**src/rtl/vector_issue_sched.sv**
```systemverilog
// ---------------------------------------------------------------------------
// vector_issue_sched
//
// Issue scheduler placed between the vector register remapper and the vector
// lanes / memory unit. Remapped instructions are buffered in a small in-order
// FIFO. A per-physical-vreg scoreboard tracks pending writes and memory locks.
// The head instruction is released only when none of its registers (src1,
// src2, dst) is pending or locked. A reconfigure instruction at the head moves
// the scheduler into DRAIN. It is then released only once the whole scoreboard
// is clear, so that a register-grouping change cannot race in-flight work.
//
// Instruction word layout (flat vector, LSB first):
//   [RB-1:0]          dst
//   [2RB-1:RB]        src1
//   [3RB-1:2RB]       src2
//   [3RB]             lock
//   [3RB+1]           reconfigure
//   [INSTR_W-1:3RB+2] microop (opcode class in microop[instr_opcode_msb_c -: 3])
//
// Ports:
//   clk_i           clock
//   rstn_i          asynchronous active-low reset
//   valid_i/instr_i remapped instruction offered; ready_o = FIFO can accept
//   valid_o/instr_o head instruction issuable; ready_i = downstream accepts
//   wb_valid_i/wb_dst_i         clears pending[wb_dst_i]
//   unlock_valid_i/unlock_dst_i clears locked[unlock_dst_i]
//   flush_i         synchronous flush of FIFO, scoreboard and FSM
//   count_o         FIFO occupancy (0..DEPTH)
//   is_idle_o       FIFO empty and scoreboard clear
// ---------------------------------------------------------------------------
module vector_issue_sched #(
  parameter int VECTOR_REGISTERS = 32,
  parameter int DEPTH            = 4,
  parameter int MICROOP_W        = 8,
  localparam int REGISTER_BITS   = $clog2(VECTOR_REGISTERS),
  localparam int INSTR_W         = 3 * REGISTER_BITS + 2 + MICROOP_W,
  localparam int CNT_W           = $clog2(DEPTH) + 1
) (
  input  logic                     clk_i,
  input  logic                     rstn_i,
  input  logic                     valid_i,
  input  logic [INSTR_W-1:0]       instr_i,
  output logic                     ready_o,
  output logic                     valid_o,
  output logic [INSTR_W-1:0]       instr_o,
  input  logic                     ready_i,
  input  logic                     wb_valid_i,
  input  logic [REGISTER_BITS-1:0] wb_dst_i,
  input  logic                     unlock_valid_i,
  input  logic [REGISTER_BITS-1:0] unlock_dst_i,
  input  logic                     flush_i,
  output logic [CNT_W-1:0]         count_o,
  output logic                     is_idle_o
);

  localparam int PTR_W               = $clog2(DEPTH);
  localparam int DST_LSB             = 0;
  localparam int SRC1_LSB            = REGISTER_BITS;
  localparam int SRC2_LSB            = 2 * REGISTER_BITS;
  localparam int LOCK_BIT            = 3 * REGISTER_BITS;
  localparam int RECONF_BIT          = 3 * REGISTER_BITS + 1;
  localparam int UOP_LSB             = 3 * REGISTER_BITS + 2;
  localparam int instr_opcode_msb_c  = 6;
  localparam logic [2:0] OPC_STORE   = 3'b010;
  localparam logic [CNT_W-1:0] DEPTH_C = CNT_W'(DEPTH);

  typedef enum logic {
    RUN   = 1'b0,
    DRAIN = 1'b1
  } state_e;

  state_e                      r_state;
  state_e                      w_state_nxt;

  logic [INSTR_W-1:0]          r_mem [DEPTH];
  logic [PTR_W-1:0]            r_rd_ptr;
  logic [PTR_W-1:0]            r_wr_ptr;
  logic [CNT_W-1:0]            r_count;

  logic [VECTOR_REGISTERS-1:0] r_pending;
  logic [VECTOR_REGISTERS-1:0] r_locked;
  logic [VECTOR_REGISTERS-1:0] w_pending_nxt;
  logic [VECTOR_REGISTERS-1:0] w_locked_nxt;

  logic [INSTR_W-1:0]          w_head;
  logic [REGISTER_BITS-1:0]    w_dst;
  logic [REGISTER_BITS-1:0]    w_src1;
  logic [REGISTER_BITS-1:0]    w_src2;
  logic                        w_lock;
  logic                        w_reconf;
  logic                        w_store;
  logic                        w_empty;
  logic                        w_sb_clear;
  logic                        w_hazard;
  logic                        w_valid;
  logic                        w_issue;
  logic                        w_enq;

  // Head decode
  assign w_head   = r_mem[r_rd_ptr];
  assign w_dst    = w_head[DST_LSB  +: REGISTER_BITS];
  assign w_src1   = w_head[SRC1_LSB +: REGISTER_BITS];
  assign w_src2   = w_head[SRC2_LSB +: REGISTER_BITS];
  assign w_lock   = w_head[LOCK_BIT];
  assign w_reconf = w_head[RECONF_BIT];
  assign w_store  = (w_head[UOP_LSB + instr_opcode_msb_c -: 3] == OPC_STORE);

  assign w_empty    = (r_count == '0);
  assign w_sb_clear = (r_pending == '0) && (r_locked == '0);

  // Conservative hazard: all three register fields are checked regardless of
  // whether the opcode actually reads src2 or dst.
  assign w_hazard = r_pending[w_src1] | r_pending[w_src2] | r_pending[w_dst] |
                    r_locked[w_src1]  | r_locked[w_src2]  | r_locked[w_dst];

  // Issue FSM: valid depends only on registered state, never on valid_i/ready_i.
  always_comb begin
    w_state_nxt = r_state;
    w_valid     = 1'b0;
    case (r_state)
      RUN: begin
        if (!w_empty) begin
          if (w_reconf) begin
            w_state_nxt = DRAIN;
          end else begin
            w_valid = !w_hazard;
          end
        end
      end
      DRAIN: begin
        w_valid = !w_empty && w_sb_clear;
        if (w_valid && ready_i) begin
          w_state_nxt = RUN;
        end
      end
    endcase
    if (flush_i) begin
      w_state_nxt = RUN;
    end
  end

  // A flush cycle discards any handshake that happens to coincide with it.
  assign w_issue = w_valid && ready_i && !flush_i;
  assign w_enq   = valid_i && ready_o && !flush_i;

  // Scoreboard update: clears first, then sets, so a same-cycle set wins.
  always_comb begin
    w_pending_nxt = r_pending;
    w_locked_nxt  = r_locked;
    if (wb_valid_i) begin
      w_pending_nxt[wb_dst_i] = 1'b0;
    end
    if (unlock_valid_i) begin
      w_locked_nxt[unlock_dst_i] = 1'b0;
    end
    if (w_issue && !w_reconf) begin
      if (!w_store) begin
        w_pending_nxt[w_dst] = 1'b1;
      end
      if (w_lock) begin
        w_locked_nxt[w_dst] = 1'b1;
      end
    end
    if (flush_i) begin
      w_pending_nxt = '0;
      w_locked_nxt  = '0;
    end
  end

  // Control state: FSM, scoreboard, pointers and occupancy.
  always_ff @(posedge clk_i or negedge rstn_i) begin
    if (!rstn_i) begin
      r_state   <= RUN;
      r_pending <= '0;
      r_locked  <= '0;
      r_rd_ptr  <= '0;
      r_wr_ptr  <= '0;
      r_count   <= '0;
    end else begin
      r_state   <= w_state_nxt;
      r_pending <= w_pending_nxt;
      r_locked  <= w_locked_nxt;
      if (flush_i) begin
        r_rd_ptr <= '0;
        r_wr_ptr <= '0;
        r_count  <= '0;
      end else begin
        if (w_enq) begin
          r_wr_ptr <= r_wr_ptr + PTR_W'(1);
        end
        if (w_issue) begin
          r_rd_ptr <= r_rd_ptr + PTR_W'(1);
        end
        case ({w_enq, w_issue})
          2'b10:   r_count <= r_count + CNT_W'(1);
          2'b01:   r_count <= r_count - CNT_W'(1);
          default: r_count <= r_count;
        endcase
      end
    end
  end

  // FIFO storage carries data only; contents are don't-care while not valid.
  always_ff @(posedge clk_i) begin
    if (w_enq) begin
      r_mem[r_wr_ptr] <= instr_i;
    end
  end

  // ready_o comes from the registered count only: no pass-through when full.
  assign ready_o   = (r_count < DEPTH_C);
  assign valid_o   = w_valid;
  assign instr_o   = w_head;
  assign count_o   = r_count;
  assign is_idle_o = w_empty && w_sb_clear;

endmodule
```
**config.mk**
```make
export PLATFORM = sky130hd
export DESIGN_NAME = vector_issue_sched
export DESIGN_NICKNAME = d
export VERILOG_FILES = /design/src/rtl/vector_issue_sched.sv
export SDC_FILE = /design/constraint.sdc
export NUM_CORES = 1
export LEC_CHECK = 0
export BUFFER_PORTS_ARGS = -buffer_cell sky130_fd_sc_hd__buf_2
export CORE_UTILIZATION = 35
export DETAILED_ROUTE_END_ITERATION = 8
export GPL_TIMING_DRIVEN = 0
export PLACE_DENSITY = 0.54
export SLEW_MARGIN = 20
export SYNTH_ARGS = -nofsm -noshare
export SYNTH_HDL_FRONTEND = slang
export SYNTH_SLANG_ARGS = --single-unit
```
**constraint.sdc**
```tcl
create_clock -name clk_i -period 5 [get_ports clk_i]
set_clock_uncertainty 0.1 [all_clocks]
set_input_delay 0.75 -clock clk_i [delete_from_list [all_inputs] [get_ports clk_i]]
set_output_delay 0.75 -clock clk_i [all_outputs]
set_load 0.05 [all_outputs]
```
==> results list, run 1 <==
- The run finished with clean final reports.
- Number of nets in the layout: between 800 and 900
* Pin count of the biggest net entering global routing: 39
- The worst setup path is launched from a flop.
- For this run, the slowest stage of the critical path takes 0.54 ns.
- The region available for standard cell placement spans 25,300 µm².
- In this run the deepest clock path goes through 2 buffers.
* Number of sinks handled by clock tree synthesis: around 170
* PD cells: 418 nW/µm²
- Worst slew margin: 0.448
- Post-CTS Resized: 0
* Clock root buffer master: clkbuf_16
- Clk pin slew, worst setup/hold paths: roughly 0.080 ns
* Syn-to-layout area delta: 15.9%
- Sequential cell area fraction in the yosys report: 0.529
* Cells traversed along the worst timing path: buf_2, buf_2, mux4_2, buf_2, clkbuf_1, o211ai_1, o2111a_1, a32o_2, nand3b_4, buf_6, buf_6, nor2_1, fa_1, or4_1, o221ai_1
* Violation count after the first detailed-route iteration: ~580
- Horiz. Die Dim: 163 µm
* Static Leak: 3.92 nW
- After global routing the overflow that remains totals 0.
- The first TritonRoute pass finished after 5 iterations.
- The mapped netlist covers 9070 µm².
* Post-synth ARST share: 0.419
- For the finished layout, the period the worst path requires is between 4 and 5 ns.
* Inserted Clock Buffers: 17
- For the final routed database, the setup TNS stands at 0 ns.
- Endpoint class of the critical path: flop
- Critical path launch point: r_rd_ptr[1]
- Portion of the clock cycle consumed by the worst path in the final layout: 0.940
* Vias/cell: approximately 5.6
- Number of global-route vias before repair: 6,744
- Required time at the worst-slack endpoint: 5.25 ns
* Path category of the worst min-delay check: primary input to async pin
* Actual transition at the worst max-transition pin: 0.828 ns
* Instance count after placement with tap cells included: 1,153
- Fraction of final layout cells sized beyond drive strength 1: 0.225
- Setup violators final: 0
- Type of the worst setup path: flop to flop
* Area used by multi-input combinational logic: 4000 µm²
* First-pass GRT wire length: about 41,000 µm
- Most frequent cells in the layout: 100 x edfxtp_1, 86 x buf_2, 72 x dfrtp_1
- By instance count, the cell type seen most on the critical path is buf_2.
* Setup slack of the most critical reg-to-reg path: roughly 0.30 ns
- Placer's final routability congestion estimate: 0.933
* Rows: 58
* Final non-filler cell total: 1,185
- Data arrival time at the worst-slack endpoint: 4.95 ns
* Worst path setup slack after routing: 0.302 ns
- Initial Util: 0.358
- Top FF cell, synth: edfxtp_1
- By area the synthesized netlist is led by edfxtp_1 33%, dfrtp_1 20%, mux4_2 7.9%, mux2i_1 5.0%, o31ai_1 4.5%.
* Vias: 6,668
* Largest area contributor in the synthesized netlist: edfxtp_1
- FF/Latch Area: 4800 µm²
- Derived from the worst setup path, the maximum achievable clock frequency is 213 MHz.
* Worst IR Drop VDD: 0.000220 V
* Flip-flop and latch count after synthesis: 172
- The die covers ~27,000 µm².
- Avg Cell Area, Syn: approximately 12 µm²
- Counting every net in the synthesized netlist gives 797.
* Commonest non-fill, non-tap cell in the layout: edfxtp_1
* Clock latency of the later-clocked register in the worst-skew pair: 0.45 ns
- Detailed-placement wirelength estimate: 19,900 µm
- Final Max Slew Viols: 0
- 0 antenna diodes ended up in the layout.
- The tool flagged a number of max-cap violations equal to 0.
* Post-place setup slack: 0.343 ns
* Initial antenna violation count: 1
- Number of standard cells after synthesis: 750
* Hold violation count in the final report: 0
* CTS Hold Buffers Added: 0
- For this block, the routed nets add up to 27,100 µm of wire.
- Along the worst path, the maximum fanout reaches 10.
- Yosys printed 0 warnings.
- For this run, design rule violations remaining after detail routing come to 0.
- For this run, the total global-route usage over all layers was measured as 0.212.
- # fillers: around 2,400
- The worst register-to-register path begins at r_rd_ptr[1].
- Unrepaired setup endpoints after global routing: no
* Number of enable-type register cells in the synthesized netlist: 100
- RR Endpoint: count_o[2]
* Depth of the CTS H-tree: 4
- Across all hold checks on the routed design, the worst slack comes to 0.179 ns.
- In the final routed layout, each cell accounts on average for 22.9 µm.
- Counting cells, the worst reg-to-reg path comes to 15.
- From bottom edge to top edge, the die measures 163 µm.
- The largest individual stage delay along the critical path comes from the cell or4_1.
- Number of I/O pins: 73
- Post-CTS timing repair inserted 0 buffers for setup.
- Post-synth cell types: 54
* Clock tree from TritonCTS: done
- Buffers placed on the I/O ports in this run total 72.
- Area share of the largest cell type after synthesis: 0.331
* Detail Route Antenna Nets: 0
## how the worst max path moves through the flow
| stage | end | slack [ns] | cells past startpoint |
|---|---|---|---|
| floorplan | count_o[2] | 0.45 | 15 |
| global placement | count_o[2] | 0.37 | 15 |
| detailed placement | count_o[1] | 0.34 | 18 |
| CTS | count_o[2] | 0.32 | 15 |
| global route | count_o[1] | 0.07 | 18 |
| finish | count_o[2] | 0.30 | 15 |
## flip-flops by register name, indices dropped and copies added, names as in the netlist
signal	count
count_o	3
r_locked	32
r_mem	100
r_pending	32
r_rd_ptr	2
r_state	1
r_wr_ptr	2
## cells in the mapped netlist, types with 4 or more instances
master and instances:
a22oi_1 4, nand4_1 11, a211o_1 4, ha_1 4, dfrtp_1 72, nand3b_1 41
edfxtp_1 100, nor3b_1 14, o311ai_0 5, o31ai_1 55, and3_1 4, clkbuf_1 18
and2_1 5, nor3_1 14, inv_1 14, or3_1 5, mux4_2 32, buf_1 4
nor2b_1 38, nand2b_1 6, or4_1 6, o21ai_0 33, mux2_2 11, nor2_1 58
mux2i_1 45, o31ai_2 7, a211oi_1 5, or2_2 6, nand2_1 66, nand3_1 7
buf_2 15, buf_6 5
## worst max-delay path, delay by kind of cell (launching register included)
| kind | cells | cell delay, ns |
|---|---|---|
| multiplexers | 1 | 0.36 |
| buffers and inverters | 6 | 1.76 |
| AND/OR/NAND/NOR | 3 | 0.75 |
| flip-flops | 1 | 0.32 |
| AO/OA/AOI/OAI | 4 | 0.88 |
| adder cells (fa/ha/maj) | 1 | 0.41 |
## kinds of logic after synthesis
kind of cell / Yosys count / synth area share
xor+xnor: 2 / 0.00193
flops: 172 / 0.529
fa+ha+maj: 5 / 0.00772
buf+inv: 57 / 0.0302
mux: 88 / 0.143
compound gates: 129 / 0.107
simple gates: 297 / 0.181
## cell type report
| class | count | share of cell area |
|---|---|---|
| Buffer | 43 | 0.0211 |
| Clock buffer | 17 | 0.0404 |
| Clock inverter | 15 | 0.0208 |
| Inverter | 14 | 0.00500 |
| Multi-Input combinational cell | 521 | 0.380 |
| Sequential cell | 172 | 0.457 |
| Tap cell | 330 | 0.0392 |
| Timing Repair Buffer | 73 | 0.0364 |
## per-stage QoR
stage	power, W	utilization	instance area (µm²)
6_report	0.00440	0.415	10500
5_1_grt	0.00458	0.415	10500
4_1_cts	0.00444	0.415	10500
3_5_place_dp	0.00302	0.390	9880
3_3_place_gp	0.00301	0.389	9850
2_1_floorplan	0.00263	-	9070
## power breakdown
part	internal, W	switching [W]
logic	0.000409	0.000969
clock network	0.000702	0.000714
registers	0.00157	0.0000341
total	0.00268	0.00172
## metal layers
layer | track usage | up-vias | routed length, µm
met3 | 0.0523 | 42 | 1920
met1 | 0.293 | 3324 | 12300
met2 | 0.324 | 244 | 12300
met5 | 0 | - | 13
li1 | - | 3056 | -
met4 | 0.0760 | 2 | 599
No activity file was read; power rests on OpenSTA's default activity.
==> inputs of run 2 (changes only) <==
--- a/config.mk
+++ b/config.mk
@@ -6,10 +6,12 @@
 export NUM_CORES = 1
 export LEC_CHECK = 0
 export BUFFER_PORTS_ARGS = -buffer_cell sky130_fd_sc_hd__buf_2
+export CELL_PAD_IN_SITES_DETAIL_PLACEMENT = 0
+export CELL_PAD_IN_SITES_GLOBAL_PLACEMENT = 2
 export CORE_UTILIZATION = 35
 export DETAILED_ROUTE_END_ITERATION = 8
 export GPL_TIMING_DRIVEN = 0
-export PLACE_DENSITY = 0.54
+export PLACE_DENSITY = 0.72
 export SLEW_MARGIN = 20
 export SYNTH_ARGS = -nofsm -noshare
 export SYNTH_HDL_FRONTEND = slang
==> run 2 against run 1 <==
Non-clock buffer count down 1. Sequential share of layout area is 0.16 points higher. Register-to-register slack got worse by 0.05 ns. Critical path depth is the same. Die area unchanged. Wire length grew 7.0%. Hold slack got worse by 0.056 ns. Combinational power about the same. Total power is 0.90% lower. Critical path type unchanged. Largest cell class unchanged. Highest routed layer unchanged.
==> results list, run 2 (synthesis gave the netlist of run 1 again) <==
- The run finished with clean final reports.
- The number of antenna diodes was 0 (unchanged).
- Worst reg2reg startpoint: r_rd_ptr[1]
* Max-cap check violation count: 0 (unchanged)
* # fillers: 2,394 (-1.5%)
- Drt first pass iters: 7 (+2)
- Largest register FFs: 100 (unchanged)
- The transition at the pin with the smallest max-transition slack came to 0.808 ns (-0.0199 ns).
- Number of global-route vias before repair: 6,864 (+1.8%)
- The number of top-level pins is 73 (unchanged).
* Die height: 163 µm (unchanged)
* Worst IR Drop VDD: 0.000262 V (+19%)
* Register with the highest flop count: r_mem
* Setup violators final: 0 (unchanged)
- Setup repair bufs after CTS: 0 (unchanged)
- Violation count after the first detailed-route iteration: 652 (+13%)
* First-pass GRT wire length: 43,600 µm (+6.4%)
- Hold violation count in the final report: 0 (unchanged)
- Setup slack of the most critical reg-to-reg path: 0.25 ns (-0.05 ns)
- Count of buffering cells on the critical path with inverters included: 6 (unchanged)
- The width of the die is 163 µm (unchanged).
- The cell area power density was 416 nW/µm² (-0.56%).
- The area of the die is 26,600 µm² (unchanged).
- The clock transition time at the flip-flop clock pins of the worst setup and hold paths was 0.07 ns (about the same).
- The number of clock sinks came to 172 (unchanged).
- The via count was 6,837 (+2.5%).
- The placed standard-cell area came to 9880 µm² (about the same).
* Placer's final routability congestion estimate: 0.912 (-2.3%)
- The clock period minus final worst setup slack came to 4.75 ns (+0.0499 ns).
* Port buffer count: 72 (unchanged)
* Pin count of the biggest net entering global routing: 50 (+28%)
- Detailed-placement wirelength estimate: 21,500 µm (+8.1%)
* Depth of the CTS H-tree: 4 (unchanged)
* Number of nets in the layout: 888 (-0.11%)
- The worst slew slack as a fraction of its limit came to 0.461 (+0.0132).
* Initial antenna violation count: 1 (unchanged)
- Initial Util: 0.358 (unchanged)
* Clock latency of the later-clocked register in the worst-skew pair: 0.44 ns (about the same)
- The data required time at the worst endpoint came to 5.25 ns (about the same).
- Finished Cell Area: 10,500 µm² (-0.35%)
* Buffers from clock root to sink, at most: 2 (unchanged)
- Compared with the post-synthesis result, the final layout area differs by 15.5%.
- Inserted Clock Buffers: 17 (unchanged)
- The library cell used most frequently in the layout, excluding fill and tap cells, is edfxtp_1.
- Startpoint kind of the worst setup timing path: flop
* Length in cells of the worst reg-to-reg path: 15 (unchanged)
* CTS Hold Buffers Added: 0 (unchanged)
- In this run the critical register-to-register path is captured at count_o[2].
- Global-route usage over all layers: 0.228 (+0.0156)
- Broken down by cell family, the worst path's largest delay share belongs to buffers and inverters.
* Routed Wire Length: 29,000 µm (+7.0%)
- Congestion Overflow GR: 0 (unchanged)
- Registers with the most flip-flops: r_mem x100, r_locked x32, r_pending x32
- Clock tree from TritonCTS: done
- Top achievable clock speed: 211 MHz (-1.1%)
* Portion of the clock cycle consumed by the worst path in the final layout: 0.950 (+0.00999)
- Static Leak: 3.91 nW (-0.30%)
- The count of standard-cell rows was 58 (unchanged).
- Data arrival time at the worst-slack endpoint: 5.00 ns (+0.05 ns)
- The fraction of layout cells with a size suffix above 1 was 0.231 (+0.00612).
- The setup path with the least slack is of type flop to flop.
- Crit-path slowest cell: or4_1
- Path category of the worst min-delay check: primary input to async pin
- Core Area: 25,300 µm² (unchanged)
* Cell seen most often among critical-path stages: buf_2
* CP Max Fanout: 10 (unchanged)
- Endpoint class of the critical path: flop
- Delay of the slowest critical-path stage: 0.54 ns (about the same)
- Detail Route Antenna Nets: 0 (unchanged)
- Post-route setup TNS: 0 ns (unchanged)
- The signal on the critical path passes through buf_2, buf_2, mux4_2, buf_2, clkbuf_1, o211ai_1, o2111a_1, a32o_2, nand3b_4, buf_6, buf_6, nor2_1, fa_1, or4_1, o221ai_1.
* Unrepaired setup endpoints after global routing: no
- Most frequent cells in the layout: 100 x edfxtp_1, 85 x buf_2, 72 x dfrtp_1
- Vias/cell: 5.77 (+2.6%)
* Wire length per cell: 24.5 µm (+7.1%)
- DRC: 0 (unchanged)
* Final Max Slew Viols: 0 (unchanged)
- Clock root buffer master: clkbuf_16
==> run 2: cell count changes in the layout (fill, tap and decap cells not counted), moves of 2 or more <==
cell	before	now
clkinv_8	7	3
inv_12	4	0
inv_6	2	4
inv_8	2	5
nor2b_1	38	36
nor2b_2	0	2
==> run 2: final cells by class <==
| cell class | instances | area [µm²] | area share |
|---|---|---|---|
| plain buffers | 42 | 221 | 0.0211 |
| clock buffers | 17 | 425 | 0.0406 |
| clock inverters | 15 | 161 | 0.0154 |
| inverters | 14 | 52.6 | 0.00501 |
| multi-input cells | 521 | 4020 | 0.383 |
| flip-flops and latches | 172 | 4800 | 0.458 |
| well taps | 330 | 413 | 0.0394 |
| repair buffers | 73 | 390 | 0.0372 |
==> run 2: worst max-delay path by stage <==
| stage | start | to | slack (ns) | cells past startpoint |
|---|---|---|---|---|
| 2_1_floorplan | r_rd_ptr[0] | count_o[2] | 0.45 | 15 |
| 4_1_cts | r_rd_ptr[0] | count_o[1] | 0.17 | 18 |
| 3_5_place_dp | r_rd_ptr[0] | count_o[1] | 0.19 | 18 |
| 3_3_place_gp | r_rd_ptr[1] | count_o[2] | 0.22 | 15 |
| 5_1_grt | r_rd_ptr[1] | count_o[2] | 0.01 | 15 |
| 6_report | r_rd_ptr[1] | count_o[2] | 0.25 | 15 |
==> run 2: metrics by stage <==
stage | setup WS [ns] | hold WS [ns] | power, W | utilization | cells
global placement | 0.219 | 0.410 | 0.00303 | 0.389 | 1152
CTS | 0.169 | 0.125 | 0.00439 | 0.413 | 1185
global route | 0.0142 | 0.135 | 0.00454 | 0.414 | 1184
floorplan | 0.449 | 0.354 | 0.00263 | - | 750
finish | 0.252 | 0.124 | 0.00436 | 0.414 | 1184
detailed placement | 0.186 | 0.409 | 0.00305 | 0.390 | 1153
==> run 2: report_power, final <==
part	leakage, nW	total, W	internal [W]	switching [W]
combinational	1.71	0.00141	0.000413	0.000997
sequential	1.91	0.00161	0.00157	0.0000347
clock	0.287	0.00134	0.000673	0.000670
==> run 2: repair_timing <==
item,4_1_cts,5_1_grt
hold endpoints to repair,0,0
gates resized for setup,0,8
endpoints found under the setup margin,0,2
==> run 2: metal layers <==
layer  part of all wire  vias up  GRT usage
met5            0.00028        -          0
met4              0.033        2     0.0888
met3              0.069       49     0.0485
met2               0.46      261      0.353
met1               0.44     3466      0.312
li1                   -     3059          -
==> inputs of run 3 (changes only) <==
--- a/config.mk
+++ b/config.mk
@@ -6,7 +6,7 @@
 export NUM_CORES = 1
 export LEC_CHECK = 0
 export BUFFER_PORTS_ARGS = -buffer_cell sky130_fd_sc_hd__buf_2
-export CELL_PAD_IN_SITES_DETAIL_PLACEMENT = 0
+export CELL_PAD_IN_SITES_DETAIL_PLACEMENT = 1
 export CELL_PAD_IN_SITES_GLOBAL_PLACEMENT = 2
 export CORE_UTILIZATION = 35
 export DETAILED_ROUTE_END_ITERATION = 8
==> run 3 against run 2 <==
Total power is 1.2% higher. Global-route usage is 1.1 points higher. Fmax is 0.33% higher. Sequential power hardly changed. Wire length is 5.2% higher. Via count is 1.2% higher. Die area stayed put. Sequential cell count stayed put. Critical path depth is 1 higher. Design area hardly changed. Sequential share of layout area hardly changed. Register-to-register slack better by 0.02 ns.
==> results list, run 3 (synthesis gave the netlist of run 1 again) <==
- The count of routing violations after the opening detailed-route iteration is 538 (-17%).
* FF/Latch Area: 4800 µm² (unchanged)
- Clk pin slew, worst setup/hold paths: 0.08 ns (about the same)
- The flow ran to the end, and the final reports show no timing, DRC or antenna violations.
* Setup slack of the most critical reg-to-reg path: 0.27 ns (+0.02 ns)
- Core Area: 25,300 µm² (unchanged)
* DRC: 0 (unchanged)
* Portion of the clock cycle consumed by the worst path in the final layout: 0.947 (-0.00308)
* Post-route worst hold slack: 0.117 ns (-0.00675 ns)
* Largest register FFs: 100 (unchanged)
* Die Footprint: 26,600 µm² (unchanged)
- Rows: 58 (unchanged)
- The worst setup path is captured at a flop.
- The area used by multi-input combinational logic is 4010 µm² (-0.16%).
- Die height: 163 µm (unchanged)
- The clock period minus final worst setup slack was 4.73 ns (-0.0154 ns).
- The final RePlAce weighted congestion was 0.912 (unchanged).
- Type of the worst setup path: flop to flop
- Clock tree from TritonCTS: done
- Worst slew margin: 0.467 (+0.00533)
- The total CTS buffers came to 17 (unchanged).
* Number of nets in the layout: 888 (unchanged)
- Syn-to-layout area delta: 15.6% (about the same)
- Congestion Overflow GR: 0 (unchanged)
* Depth of the CTS H-tree: 4 (unchanged)
- Top achievable clock speed: 211 MHz (+0.33%)
- The static leakage power is 3.92 nW (+0.18%).
- Worst IR Drop VDD: 0.000258 V (-1.7%)
- Leaving out fill and tap cells, the most frequent cell in the layout is edfxtp_1.
- The via count came to 6,916 (+1.2%).
- Diode count: 0 (unchanged)
- Initial antenna violation count: 0 (-1)
- The global-route wire length before repair came to 46,300 µm (+6.3%).
- Final core utilization: 0.414 (about the same)
* Number of global-route vias before repair: 7,298 (+6.3%)
* CP Max Fanout: 10 (unchanged)
* Post-route setup TNS: 0 ns (unchanged)
- CTS Hold Buffers Added: 0 (unchanged)
- The final-layout fill cell count is 2,705 (+13%).
- The placed wire-length estimate after detailed placement came to 22,600 µm (+4.7%).
* Hold violation count in the final report: 0 (unchanged)
- The cell area power density came to 421 nW/µm² (+1.1%).
- Number of I/O pins: 73 (unchanged)
- The data required time at the worst endpoint is 5.26 ns (about the same).
- Clock latency of the later-clocked register in the worst-skew pair: 0.45 ns (about the same)
- STA classifies the critical path startpoint as a flop.
- The detailed-router iteration count before antenna repair was 5 (-2).
* Routed Wire Length: 30,500 µm (+5.2%)
* Wire length per cell: 25.8 µm (+5.2%)
- Total power consumption of the routed design: 0.00441 W (+1.2%)
- Initial Util: 0.358 (unchanged)
- Setup violators final: 0 (unchanged)
- The global-route total usage across every layer is 0.239 (+0.0115).
* Detail Route Antenna Nets: 0 (unchanged)
* Most frequent cells in the layout: 100 x edfxtp_1, 86 x buf_2, 72 x dfrtp_1
* Buffers from clock root to sink, at most: 2 (unchanged)
- Instance count after placement with tap cells included: 1,153 (unchanged)
- Register with the highest flop count: r_mem
- Clock root buffer master: clkbuf_16
* Max-cap check violation count: 0 (unchanged)
- Unrepaired setup endpoints after global routing: no
- The number of clock sinks was 172 (unchanged).
- Final Max Slew Viols: 0 (unchanged)
- Path category of the worst min-delay check: primary input to async pin
- Setup repair bufs after CTS: 0 (unchanged)
* Fraction of final layout cells sized beyond drive strength 1: 0.230 (-0.00117)
* Actual transition at the worst max-transition pin: 0.800 ns (-0.00799 ns)
- Pin count of the biggest net entering global routing: 50 (unchanged)
- The port buffer count is 72 (unchanged).
- Vias/cell: 5.84 (+1.2%)
- The largest registers in the layout are r_mem x100, r_locked x32, r_pending x32.
* Final non-filler cell total: 1,184 (unchanged)
- The width of the die was 163 µm (unchanged).
- The worst path arrival time was 4.99 ns (about the same).
-- run 3: cell count changes in the layout (fill, tap and decap cells not counted), sizes merged --
cell / delta
clkinvlp: -1
clkbuf: +1
inv: +1
clkinv: -1
-- run 3: layout make-up --
| cell class | count | area share |
|---|---|---|
| buffer | 42 | 0.0209 |
| clock buffer | 18 | 0.0419 |
| clock inverter | 14 | 0.0153 |
| inverter | 14 | 0.00501 |
| multi-input combinational | 521 | 0.382 |
| sequential | 172 | 0.458 |
| tap | 330 | 0.0394 |
| timing repair buffer | 73 | 0.0372 |
-- run 3: stage by stage --
stage / instance area [µm²] / setup slack, ns
floorplan: 9070 / 0.449
global placement: 9850 / 0.219
detailed placement: 9880 / 0.172
CTS: 10500 / 0.140
global route: 10500 / 0.00379
finish: 10500 / 0.267
-- run 3: power breakdown --
group          total, W  internal [W]  leakage [nW]  switching (W)
logic           0.00142      0.000411          1.71        0.00101
clock network   0.00139      0.000691         0.296       0.000695
registers       0.00161       0.00157          1.91      0.0000354
-- run 3: worst paths after layout --
check,startpoint,to,cells past startpoint
worst min-delay path,rstn_i,r_locked[0],1
worst max register to register,r_rd_ptr[1],count_o[2],16
worst min register to register,r_pending[0],r_pending[0],2
min in group clk_i,instr_i[18],r_mem[1][18],1
max in group asynchronous,rstn_i,count_o[1],2
worst max-delay path,r_rd_ptr[1],count_o[2],16
-- run 3: metal layers --
metal | vias up | part of all wire | GRT usage
met1 | 3595 | 0.45 | 0.324
met4 | 0 | 0.021 | 0.0722
li1 | 3049 | - | -
met5 | - | 0 | 0
met3 | 38 | 0.059 | 0.0472
met2 | 234 | 0.47 | 0.387
-- run 3: critical path: stages (launching register included) --
cell and delay [ns]:
dfrtp_1 0.32, buf_2 0.25, buf_2 0.32, mux4_2 0.37
buf_2 0.35, mux2i_1 0.47, a32oi_1 0.18, nand4_1 0.14
nor4b_1 0.06, a32o_2 0.31, nand3b_4 0.13, buf_6 0.19
buf_6 0.22, nor2_1 0.08, fa_1 0.42, or4_1 0.53
o221ai_1 0.18
-- run 3: what timing repair did --
item                                   CTS  global route
endpoints found under the hold margin    0             0
setup endpoints to repair                0             2
gates resized for setup                  0             5
